===== src/rtl/alu_cdb_port.sv =====
// RV32I integer ALU feeding a small result FIFO that drains onto the ALU CDB lane.
// The queue absorbs cycles where the arbiter withholds the lane and is flushed on rollback.
module alu_cdb_port #(
    parameter int QUE_BIT = 2,
    parameter int ROB_BIT = 4,
    parameter int OPT_W   = 6
) (
    input  logic               clk,
    input  logic               rst,
    input  logic               rdy,
    input  logic               rb,
    input  logic               alu_ena,
    input  logic [OPT_W-1:0]   alu_opt,
    input  logic [31:0]        alu_val1,
    input  logic [31:0]        alu_val2,
    input  logic [31:0]        alu_imm,
    input  logic [ROB_BIT-1:0] alu_rob_idx,
    input  logic               cdb_grant,
    output logic               alu_full,
    output logic               cdb_alu_valid,
    output logic [ROB_BIT-1:0] cdb_alu_src,
    output logic [31:0]        cdb_alu_val,
    output logic               alu_ovf
);
    localparam int QUE_SIZE = 1 << QUE_BIT;

    logic [ROB_BIT-1:0] r_q_src [QUE_SIZE];
    logic [31:0]        r_q_val [QUE_SIZE];
    logic [QUE_BIT-1:0] r_head;
    logic [QUE_BIT-1:0] r_tail;
    logic [QUE_BIT:0]   r_count;
    logic               r_ovf;

    logic [31:0] w_b;
    logic [4:0]  w_shamt;
    logic [31:0] w_result;
    logic        w_imm_form;
    logic        w_nonempty;
    logic        w_que_full;
    logic        w_deq;
    logic        w_enq;

    // Opcodes 11..19 are the immediate forms of the register ALU ops.
    assign w_imm_form = (alu_opt >= OPT_W'(11)) && (alu_opt <= OPT_W'(19));
    assign w_b        = w_imm_form ? alu_imm : alu_val2;
    assign w_shamt    = w_b[4:0];

    always_comb begin
        w_result = 32'd0;
        case (int'(alu_opt))
            1, 11:   w_result = alu_val1 + w_b;
            2:       w_result = alu_val1 - w_b;
            3, 17:   w_result = alu_val1 << w_shamt;
            4, 12:   w_result = {31'd0, $signed(alu_val1) < $signed(w_b)};
            5, 13:   w_result = {31'd0, alu_val1 < w_b};
            6, 14:   w_result = alu_val1 ^ w_b;
            7, 18:   w_result = alu_val1 >> w_shamt;
            8, 19:   w_result = $signed(alu_val1) >>> w_shamt;
            9, 15:   w_result = alu_val1 | w_b;
            10, 16:  w_result = alu_val1 & w_b;
            20:      w_result = alu_imm;
            21:      w_result = {31'd0, alu_val1 == alu_val2};
            22:      w_result = {31'd0, alu_val1 != alu_val2};
            23:      w_result = {31'd0, $signed(alu_val1) < $signed(alu_val2)};
            24:      w_result = {31'd0, $signed(alu_val1) >= $signed(alu_val2)};
            25:      w_result = {31'd0, alu_val1 < alu_val2};
            26:      w_result = {31'd0, alu_val1 >= alu_val2};
            default: w_result = 32'd0;
        endcase
    end

    assign w_nonempty = (r_count != '0);
    assign w_que_full = (r_count == (QUE_BIT+1)'(QUE_SIZE));
    assign w_deq      = w_nonempty && cdb_grant && rdy && !rb;
    // A pop in the same cycle frees the slot, so a full queue can still accept.
    assign w_enq      = alu_ena && !rb && (!w_que_full || w_deq);

    always_ff @(posedge clk) begin
        if (w_enq) begin
            r_q_src[r_tail] <= alu_rob_idx;
            r_q_val[r_tail] <= w_result;
        end
    end

    always_ff @(posedge clk or negedge rst) begin
        if (!rst) begin
            r_head  <= '0;
            r_tail  <= '0;
            r_count <= '0;
            r_ovf   <= 1'b0;
        end else if (rb) begin
            r_head  <= '0;
            r_tail  <= '0;
            r_count <= '0;
        end else begin
            if (w_enq) r_tail <= r_tail + 1'b1;
            if (w_deq) r_head <= r_head + 1'b1;
            case ({w_enq, w_deq})
                2'b10:   r_count <= r_count + 1'b1;
                2'b01:   r_count <= r_count - 1'b1;
                default: r_count <= r_count;
            endcase
            if (alu_ena && w_que_full && !w_deq) r_ovf <= 1'b1;
        end
    end

    assign cdb_alu_valid = w_nonempty;
    assign cdb_alu_src   = w_nonempty ? r_q_src[r_head] : '0;
    assign cdb_alu_val   = w_nonempty ? r_q_val[r_head] : 32'd0;
    assign alu_full      = (r_count >= (QUE_BIT+1)'(QUE_SIZE - 2));
    assign alu_ovf       = r_ovf;
endmodule


===== config.mk =====
export PLATFORM = sky130hd
export DESIGN_NAME = alu_cdb_port
export DESIGN_NICKNAME = d
export VERILOG_FILES = /design/src/rtl/alu_cdb_port.sv
export SDC_FILE = /design/constraint.sdc
export NUM_CORES = 1
export LEC_CHECK = 0
export CAP_MARGIN = 0
export CORE_UTILIZATION = 43
export CTS_CLUSTER_SIZE = 30
export DETAILED_ROUTE_END_ITERATION = 6
export HOLD_SLACK_MARGIN = 0.15
export PLACE_DENSITY = 0.62
export RECOVER_POWER = 50
export SYNTH_ARGS = -nofsm -noshare
export SYNTH_HDL_FRONTEND = slang
export SYNTH_SLANG_ARGS = --single-unit

===== constraint.sdc =====
create_clock -name clk -period 4.4 [get_ports clk]
set_clock_uncertainty 0.05 [all_clocks]
set_input_delay 1.1 -clock clk [delete_from_list [all_inputs] [get_ports clk]]
set_output_delay 1.1 -clock clk [all_outputs]
set_load 0.05 [all_outputs]

==> results.cfg <==
[setup_path]
reg2reg_slack_ps = 1240
r2r-end = r_q_val[1][14]$_DFFE_PP_
crit_slowest_cell = or3_4
critPathRequiredTime_ps = 4520
worstPathCellList = buf_8 > nor4b_4 > a31oi_4 > buf_12 > buf_6 > mux2_4 > ha_4 > inv_2 > fa_2 > nand2b_4 > a21oi_4 > o21ai_2 > buf_6 > a21oi_2 > or3_4 > o21ai_4 > buf_6 > a21oi_4 > a221o_1 > o21ai_2 > nand4_1 > buf_6
cp-end-kind = register
crit_path_max_incr_delay_ps = 420
cp-start-kind = input pin
worst_setup_path_category = in -> reg
critical_path_peak_fanout = 5
worst_r2r_startpoint = r_count[0]$_DFFE_PN0P_
cp_data_arrival_time_ps = 4770
worstRegToRegCells = 6
top_cell_by_count_worst_path = buf_6

[worst_hold_path]
min_to = alu_ovf$_DFFE_PN0P_
worst_hold_path_type = reg -> reg
worst_hold_path.num_cells = 2
min_from = alu_ovf$_DFFE_PN0P_

[synth]
synth_simple_gate_area_share_pct = 15.0
ys_top_cells_by_area = edfxtp_1, ha_1, mux2i_1
postSynthNetCount = 2087
synth_top_family_by_area = compound AO/OA/AOI/OAI gates
synth_seq_area_share_pct = 28.0
post-synth-top-area-fraction_pct = 26.8
synthesis.yosys.warnings = 0
synth-async-reset-ratio_pct = 5.26
synth.avg_cell_area_um2 = 8.73
synth_top_cell_by_area = edfxtp_1
ys_seq_elements = 152
mappedNetlistArea_um2 = 16100
synthDistinctLibCells = 79
compound_gate_fraction_of_synth_area_pct = 23.3
synthXorXnorAreaFrac_pct = 1.41
synthCells = 1847
synth_flop_cell = edfxtp_1
synth.mux.area_fraction_pct = 15.7
synth_fa_ha_area_share_pct = 10.0
synth_edf_count = 144

[timing]
setup_viol_count_final = 54
max_slew.worst_pin.slew_ps = 1240
period_utilization_pct = 106
worst_hold_slack_ps = 409
timing.fmax_ghz = 0.215
final.setup.worst_slack_ps = -246
rsz_0062_raised_after_global_routing = yes
final_period_minus_worst_setup_slack_ps = 4650
drv_slew = 0
remaining_max_slew_budget_at_the_tightest_pin_pct = 17.6
timing_hold_violations_final = 0

[grt]
globalRouteOverflowTotal = 0
gr-usage-all-layers_pct = 37.1
vias_in_the_first_global_route = 17800
number_of_antenna_violations_at_the_first_check_in_global_routing = 0
grt_first_pass_wirelength_um = 108000
grt_start_max_net_pins = 59

[cts]
cts_buffer_depth = 2
clock_sinks = 152
cts_tree = built
post_cts_hold_buffer_count = 0
clock_buffer_count_from_cts = 17
cts.root.buffer_cell = clkbuf_16
maximum_level_of_the_cts_h_tree = 4
clk_latency_ps = 420
clock_pin_slew_on_the_worst_setup_and_hold_paths_ps = 60

[power]
pwr-share-comb_pct = 53.3
internal_power_mw = 4.22
power.ir.vdd_worst_mv = 0.307
power.share.clock_pct = 22.0
share_seq_of_total_power_pct = 24.8
netSwitchingPower_mw = 2.68
net_sw_share_pct = 38.9
p_leak_nw = 10.5
cellPowerDensity_nw_per_um2 = 281

[floorplanning]
row_count = 70
initial_utilization_pct = 43.9
dieHeight_um = 196
floorplan.core_area_um2 = 36800
die_area_um2 = 38300
die_width_um = 196
top_level_ports = 151

[route]
via_count = 18300
drt-wirelength-per-cell_um = 24.3
met2_wirelength_um = 33000
met3_length_um = 6070
detail_route.drc_violations = 2
firstDrtPassIters = 7
first_iter_violations = 1694
routed_via_density = 6.13
uppermost_layer_routed = met4
detail_route.wirelength.met1_um = 28900
detail-route-antenna-nets = 0
drt-total-wl_um = 72300

[job]
maxCapViolCount = 0

[final_layout]
layout.nets = 2740
drive_gt1_share_pct = 38.2
final_core_util_pct = 66.9
fill_cells = 2954
area_growth_pct = 52.5
final_design_area_no_fill_um2 = 24600
antennaDiodeCount = 0

[status]
outcome = finished, violations left
violated_checks = DRC, setup timing

[placed_design]
placed_cell_area_um2 = 22400
detailed_place_hpwl_um = 55800
routability_congestion = 1.06
buffer_ports.inserted = 150
[cells in the final DEF (no fill, tap or decap), types with 13 or more instances in the layout]
cell type | synthesis | routed
buf_4 | 5 | 581
nand2_1 | 171 | 162
edfxtp_1 | 144 | 144
clkdlybuf4s50_1 | 0 | 132
mux2i_1 | 126 | 123
a21oi_1 | 156 | 122
nor2_1 | 128 | 120
inv_1 | 130 | 105
ha_1 | 126 | 101
o21ai_0 | 116 | 87
nor2b_1 | 44 | 44
mux4_2 | 36 | 36
nand3_1 | 36 | 30
buf_6 | 3 | 29
o211ai_1 | 28 | 28
mux2_2 | 37 | 25
a222oi_1 | 25 | 25
a21oi_2 | 0 | 24
nor3_1 | 34 | 23
a21o_1 | 23 | 22
ha_4 | 0 | 22
o21bai_1 | 21 | 19
a211oi_1 | 27 | 18
o221ai_1 | 22 | 17
xnor2_1 | 17 | 17
clkbuf_16 | 0 | 17
a221oi_1 | 17 | 16
a31oi_1 | 20 | 15
o21ai_1 | 4 | 15
nand4_1 | 14 | 14
o21ai_2 | 0 | 14
inv_2 | 0 | 13
mux2_4 | 1 | 13
o22ai_1 | 13 | 13
[cell type report]
type	count	area, um^2	share of cell area [%]
Timing Repair Buffer	767	6300	25.6
Clock buffer	17	425	1.73
Multi-Input combinational cell	1430	12000	49.0
Inverter	132	538	2.19
Sequential cell	152	4530	18.4
Clock inverter	15	189	0.768
Tap cell	468	586	2.38
[worst max-delay path, delay by kind of cell]
kind	cells	cell delay [ps]
mux	1	310
buf+inv	7	900
compound gates	8	1040
fa+ha+maj	2	380
simple gates	4	1010
[worst max-delay path by stage]
stage,start,endpoint,depth (start not counted)
floorplan,alu_opt[5],r_q_val[0][28]$_DFFE_PP_,22
global placement,alu_opt[2],r_q_val[2][31]$_DFFE_PP_,19
detailed placement,alu_opt[2],r_q_val[3][31]$_DFFE_PP_,19
CTS,alu_opt[5],r_q_val[1][28]$_DFFE_PP_,18
global route,alu_opt[2],r_q_val[1][31]$_DFFE_PP_,20
finish,alu_opt[2],r_q_val[1][22]$_DFFE_PP_,22
[synthesized netlist by cell type (7+ instances only)]
cell type,number
nor2_1,128
o211ai_1,28
mux2i_1,126
a221oi_1,17
and2_1,16
nand4_1,14
nand2b_1,7
dfrtp_1,8
a32oi_1,9
o31ai_1,11
buf_2,22
mux4_2,36
o21bai_1,21
nor3_1,34
nor2b_1,44
a21oi_1,156
a211oi_1,27
edfxtp_1,144
and3_1,13
o2111ai_1,7
nand3_1,36
nand2_1,171
o21ai_0,116
o221ai_1,22
o21a_1,7
xor2_1,9
o22ai_1,13
ha_1,126
clkbuf_1,88
xnor2_1,17
a22oi_1,8
mux2_2,37
a21o_1,23
buf_1,15
inv_1,130
or3_1,8
nor4_1,11
a31oi_1,20
a221o_1,11
a222oi_1,25
[metrics by stage]
step,total power [mW],setup TNS [ps],worst slack (ps),std cells
2_1_floorplan,3.54,-31210,-738,1847
3_3_place_gp,4.97,-110070,-1190,2897
3_5_place_dp,5.00,-118290,-1290,2897
4_1_cts,6.69,-3960,-187,2959
5_1_grt,7.19,-15740,-358,2981
6_report,6.91,-8210,-246,2981
[logic make-up (layout without fill, tap and decap cells)]
group	count (synthesis)	count (layout)
and+or+nand+nor	510	510
xor gates and xnor gates	26	26
adders and majority gates	128	128
muxes	201	201
DFF	152	152
buffers and inverters	265	931
AOI/OAI and AO/OA	565	565
[flip-flops by register name (all words and copies together) (netlist names)]
register,flops
r_q_val,128
r_q_src,16
r_count,3
r_head,2
r_tail,2
alu_ovf,1
[metal layers]
metal / global-route usage, % / vias up
met1: 47.1 / 8865
met4: 20.5 / 0
met3: 7.48 / 193
met5: 0 / -
met2: 59.4 / 952
li1: - / 8272
[repair_timing]
action / in CTS / in global routing
resized for setup: 150 / 137
pin swaps: 50 / 73
setup buffers: 30 / 29
endpoints found under the setup margin: 128 / 124
cloned: 1 / 0
[power by group through the flow]
stage | registers, mW | logic [mW] | clock network [mW]
after floorplan | 1.73 | 1.81 | 0
after global placement | 1.73 | 3.23 | 0
after detailed placement | 1.74 | 3.26 | 0
after CTS | 1.71 | 3.44 | 1.54
after global routing | 1.72 | 3.88 | 1.59
final | 1.71 | 3.68 | 1.52
No activity file was read; power rests on OpenSTA's default activity.
==> RTL change 1, RTL diff (same settings) <==
Change the parameter `QUE_BIT` from 2 to 3.
--- a/src/rtl/alu_cdb_port.sv
+++ b/src/rtl/alu_cdb_port.sv
@@ -3,3 +3,3 @@
 module alu_cdb_port #(
-    parameter int QUE_BIT = 2,
+    parameter int QUE_BIT = 3,
     parameter int ROB_BIT = 4,
Formal check against the unedited RTL: not equivalent (a bounded check fails within 4 cycles, from zero or initial values and one cycle with rst low).
==> RTL change 1 against the unedited design <==
  * The flow finishes with violations (setup timing)
  * Routed wire length up 19%
  * Sequential cell count up 147
  * Cell area up 28%
  * Worst setup slack worse by 190 ps
  * Synthesized area up 35%
  * Final cell count up 18%
  * Sequential power up 92%
  * Non-clock buffer count up 81
  * Power up 35%
  * Combinational power up 6.5%
  * Largest cell class unchanged
  * Die area up 35%
  * Synthesized cell count up 14%
==> RTL change 1: results (changes against the unedited design) <==
The flow ran to the end, but the final reports show violations. Failing checks: setup timing (was DRC, setup timing). The logs give 12.8 nW (was 10.5 nW) for the leakage power of the design and 40.9% (was 28.0%) for the fraction of the yosys area taken by sequential cells. The setup violation total in the final timing report is 180 (was 54), and the number of signal-net buffers in the layout is 848 (was 767). The largest fanout on the critical path came out at 8 (was 5).

The clock latency at the later pin of the worst-skew pair came out at 520 ps (was 420 ps). The tools report the worst path setup slack after routing as -432 ps (was -246 ps). The terminus of the critical flop-to-flop path was r_q_val[4][3] (was r_q_val[1][14]). The count of filler cells inserted in the layout is 4,186 (was 2,954). The multi-input gate share of total cell area was 42.1% (was 49.0%); the sum of met3 wire segment lengths after detailed routing was 4400 µm (was 6070 µm). The logs give 220 (was 150) for the number of instances resized during post-cts repair and 3.29 mW (was 1.71 mW) for the sequential-cell power consumption. The tools report the setup slack on the worst flop-to-flop path as 310 ps (was 1240 ps). The number of synthesized register bits is 299 (was 152).

Registers with the highest flip-flop counts: r_q_val: 256 flops, r_q_src: 32 flops, r_count: 4 flops (was r_q_val: 128 flops, r_q_src: 16 flops, r_count: 3 flops). The tools report the overall track demand over capacity in global routing as 32.5% (was 37.1%). Final-layout clock buffer total: 33 (was 17). The clock network contribution to total cell area came out at 2.47% (was 2.50%). Fraction of the mapped netlist area in compound gates: 17.7% (was 23.3%). Wire length on met1: 33,600 µm (was 28,900 µm). The tools report the worst setup path endpoint as r_q_val[6][29] (was r_q_val[1][22]). The vias per cell came out at 5.89 (was 6.13).

Cell types with the highest counts after synthesis: edfxtp_1, nor2_1, mux2i_1 (was nand2_1, a21oi_1, edfxtp_1). The worst hold path depth came out at 1 (was 2). For the violation count after the first detailed-routing iteration, the log shows 1,851 (was 1,694). The tools report the worst IR drop on VDD as 0.303 mV (was 0.307 mV). Adder and majority gate portion of the synthesized area: 7.41% (was 10.0%).

The run gives 22.7% (was 22.0%) as the proportion of power drawn by the clock network.
## RTL change 1: changes by cell type after synthesis, sizes merged, moves of 10 or more
cell    unedited run  this run
edfxtp           144       288
nor2             130       191
mux4              36        72
mux2i            127       162
nand2            171       137
nor2b             44        11
o22ai             13        28
a21oi            156       143
nor3              34        22
a22oi              8        19
a211oi            27        17
inv              132       142
## RTL change 1: per-stage QoR
| stage | cell area (µm²) | power (mW) | worst slack (ps) | hold WS, ps | cells |
|---|---|---|---|---|---|
| 6_report | 31500 | 9.33 | -432 | 418 | 3521 |
| 5_1_grt | 31500 | 9.68 | -551 | 439 | 3521 |
| 4_1_cts | 30800 | 9.16 | -402 | 425 | 3496 |
| 3_5_place_dp | 28900 | 6.83 | -1720 | 426 | 3417 |
| 3_3_place_gp | 28900 | 6.79 | -1610 | 389 | 3417 |
| 2_1_floorplan | 22200 | 5.19 | -1030 | 496 | 2097 |
==> RTL change 2, RTL diff (same settings) <==
Made on the original files. Put one more register stage on the output `alu_ovf`, cleared by the reset. The value now appears one clock later. The other outputs are not delayed to match.
--- a/src/rtl/alu_cdb_port.sv
+++ b/src/rtl/alu_cdb_port.sv
@@ -110,3 +110,9 @@
     assign alu_full      = (r_count >= (QUE_BIT+1)'(QUE_SIZE - 2));
-    assign alu_ovf       = r_ovf;
+    always_ff @(posedge clk or negedge rst) begin
+        if (!rst) begin
+            alu_ovf <= '0;
+        end else begin
+            alu_ovf <= r_ovf;
+        end
+    end
 endmodule
Formal check against the unedited RTL: not equivalent (Yosys sat finds a counterexample within 10 cycles, from zero or initial values and one cycle with rst low).
==> RTL change 2 against the unedited design <==
  * The flow finishes with violations (setup timing)
  * Final cell count grew 5.9%
  * Cell area grew 6.8%
  * Sequential cell count grew 1
  * Critical path type unchanged
  * Global-route usage grew 2.5 points
  * Critical endpoint is now r_q_val[3][20]
  * Maximum frequency shrank 5.7%
  * Routed wire length grew 10%
  * Worst setup slack lost 280 ps
  * Power grew 5.4%
  * Synthesized area grew 0.26%
==> RTL change 2: results (changes against the unedited design) <==
The run finished, with violations left. Failing checks: setup timing (was DRC, setup timing). The count of filler cells inserted in the layout is 2,817 (was 2,954), and the met2 capacity usage during global routing is 61.7% (was 59.4%).

The number of instances resized during post-cts repair was 207 (was 150); the power per unit of standard cell area was 277 mW/mm² (was 281 mW/mm²). The number of clock sinks is 153 (was 152), and the met1 layer usage reported by global route is 54.4% (was 47.1%). The number of nets in the layout was 2,916 (was 2,740); the number of antenna violations at the first check in global routing was 1 (was 0).

The placed cell area is 0.0232 mm² (was 0.0224 mm²). The cell with the biggest individual delay on the critical path was or3b_4 (was or3_4). The area of the multi-input gates came out at 0.0125 mm² (was 0.0120 mm²). For the cell count after placement, the log shows 3,051 (was 2,897). The non-clock inverter total of the final layout came out at 136 (was 132). The run gives 2,291 (was 1,694) as the violation count after the first detailed-routing iteration. The share of cell area taken by muxes after synthesis came out at 12.0% (was 15.7%). The setup violation total in the final timing report is 108 (was 54). The via count of the first global-routing pass came out at 18,796 (was 17,844).

The number of distinct standard cells referenced by the synthesized netlist is 87 (was 79), and the multi-input gate share of total cell area is 47.7% (was 49.0%). The multi-input combinational cell count is 1,481 (was 1,430), and the area of all sequential standard cells is 0.00455 mm² (was 0.00453 mm²). The fraction of the mapped netlist area in compound gates is 25.7% (was 23.3%). The first-pass GRT wire length is 114,000 µm (was 108,000 µm). Cell types with the highest counts after synthesis: nand2_1, o21ai_0, nor2_1 (was nand2_1, a21oi_1, edfxtp_1).

The fraction of registers with async set/reset came out at 5.88% (was 5.26%). The wire length on met1 is 32,600 µm (was 28,900 µm). The total setup buffers inserted after CTS is 40 (was 30), and the xor and xnor fraction of the mapped netlist area is 1.73% (was 1.41%). Detailed-routed wire length on met2: 35,200 µm (was 33,000 µm).

Share of final-layout standard cells stronger than drive strength 1: 42.0% (was 38.2%). The run gives -528 ps (was -246 ps) as the worst path setup slack after routing. The average footprint of a synthesized cell works out to 8.49 µm² (was 8.73 µm²).

The portion of total power attributed to combinational logic is 56.1% (was 53.3%). Fraction of the yosys area taken by sequential cells: 28.1% (was 28.0%). The average wire per cell in the routed design works out to 25.2 µm (was 24.3 µm). Number of signal-net buffers in the layout: 887 (was 767). The iteration count of the initial detailed-routing pass was 6 (was 7); the switching share of power was 39.2% (was 38.9%). Worst slack at placement: -1440 ps (was -1290 ps).
==> RTL change 2: cell types whose count changed in the layout (fill, tap and decap cells not counted), sizes merged, moves of 18 or more <==
cell,delta
and2,+32
buf,+112
mux2,-29
mux2i,-24
nand2,+18
nor2,+23
nor2b,-31
o21ai,+42
==> RTL change 2: path summary, 6_finish.rpt <==
path | from | slack [ps] | cells past startpoint | to
hold reg to reg | r_ovf | 320 | 0 | alu_ovf
min in group asynchronous | rst | 990 | 1 | r_count[0]
hold / removal | r_ovf | 320 | 0 | alu_ovf
max in group asynchronous | rst | 3000 | 1 | r_head[0]
setup / recovery | alu_opt[4] | -530 | 19 | r_q_val[3][20]
setup reg to reg | r_count[0] | 640 | 7 | r_q_val[0][9]
==> RTL change 2: worst register-to-register path, delay by kind of cell, from the launching register on <==
family / cells / cell delay (ps)
and+or+nand+nor: 5 / 1880
AOI/OAI and AO/OA: 1 / 190
buffers and inverters: 1 / 790
DFF: 1 / 430
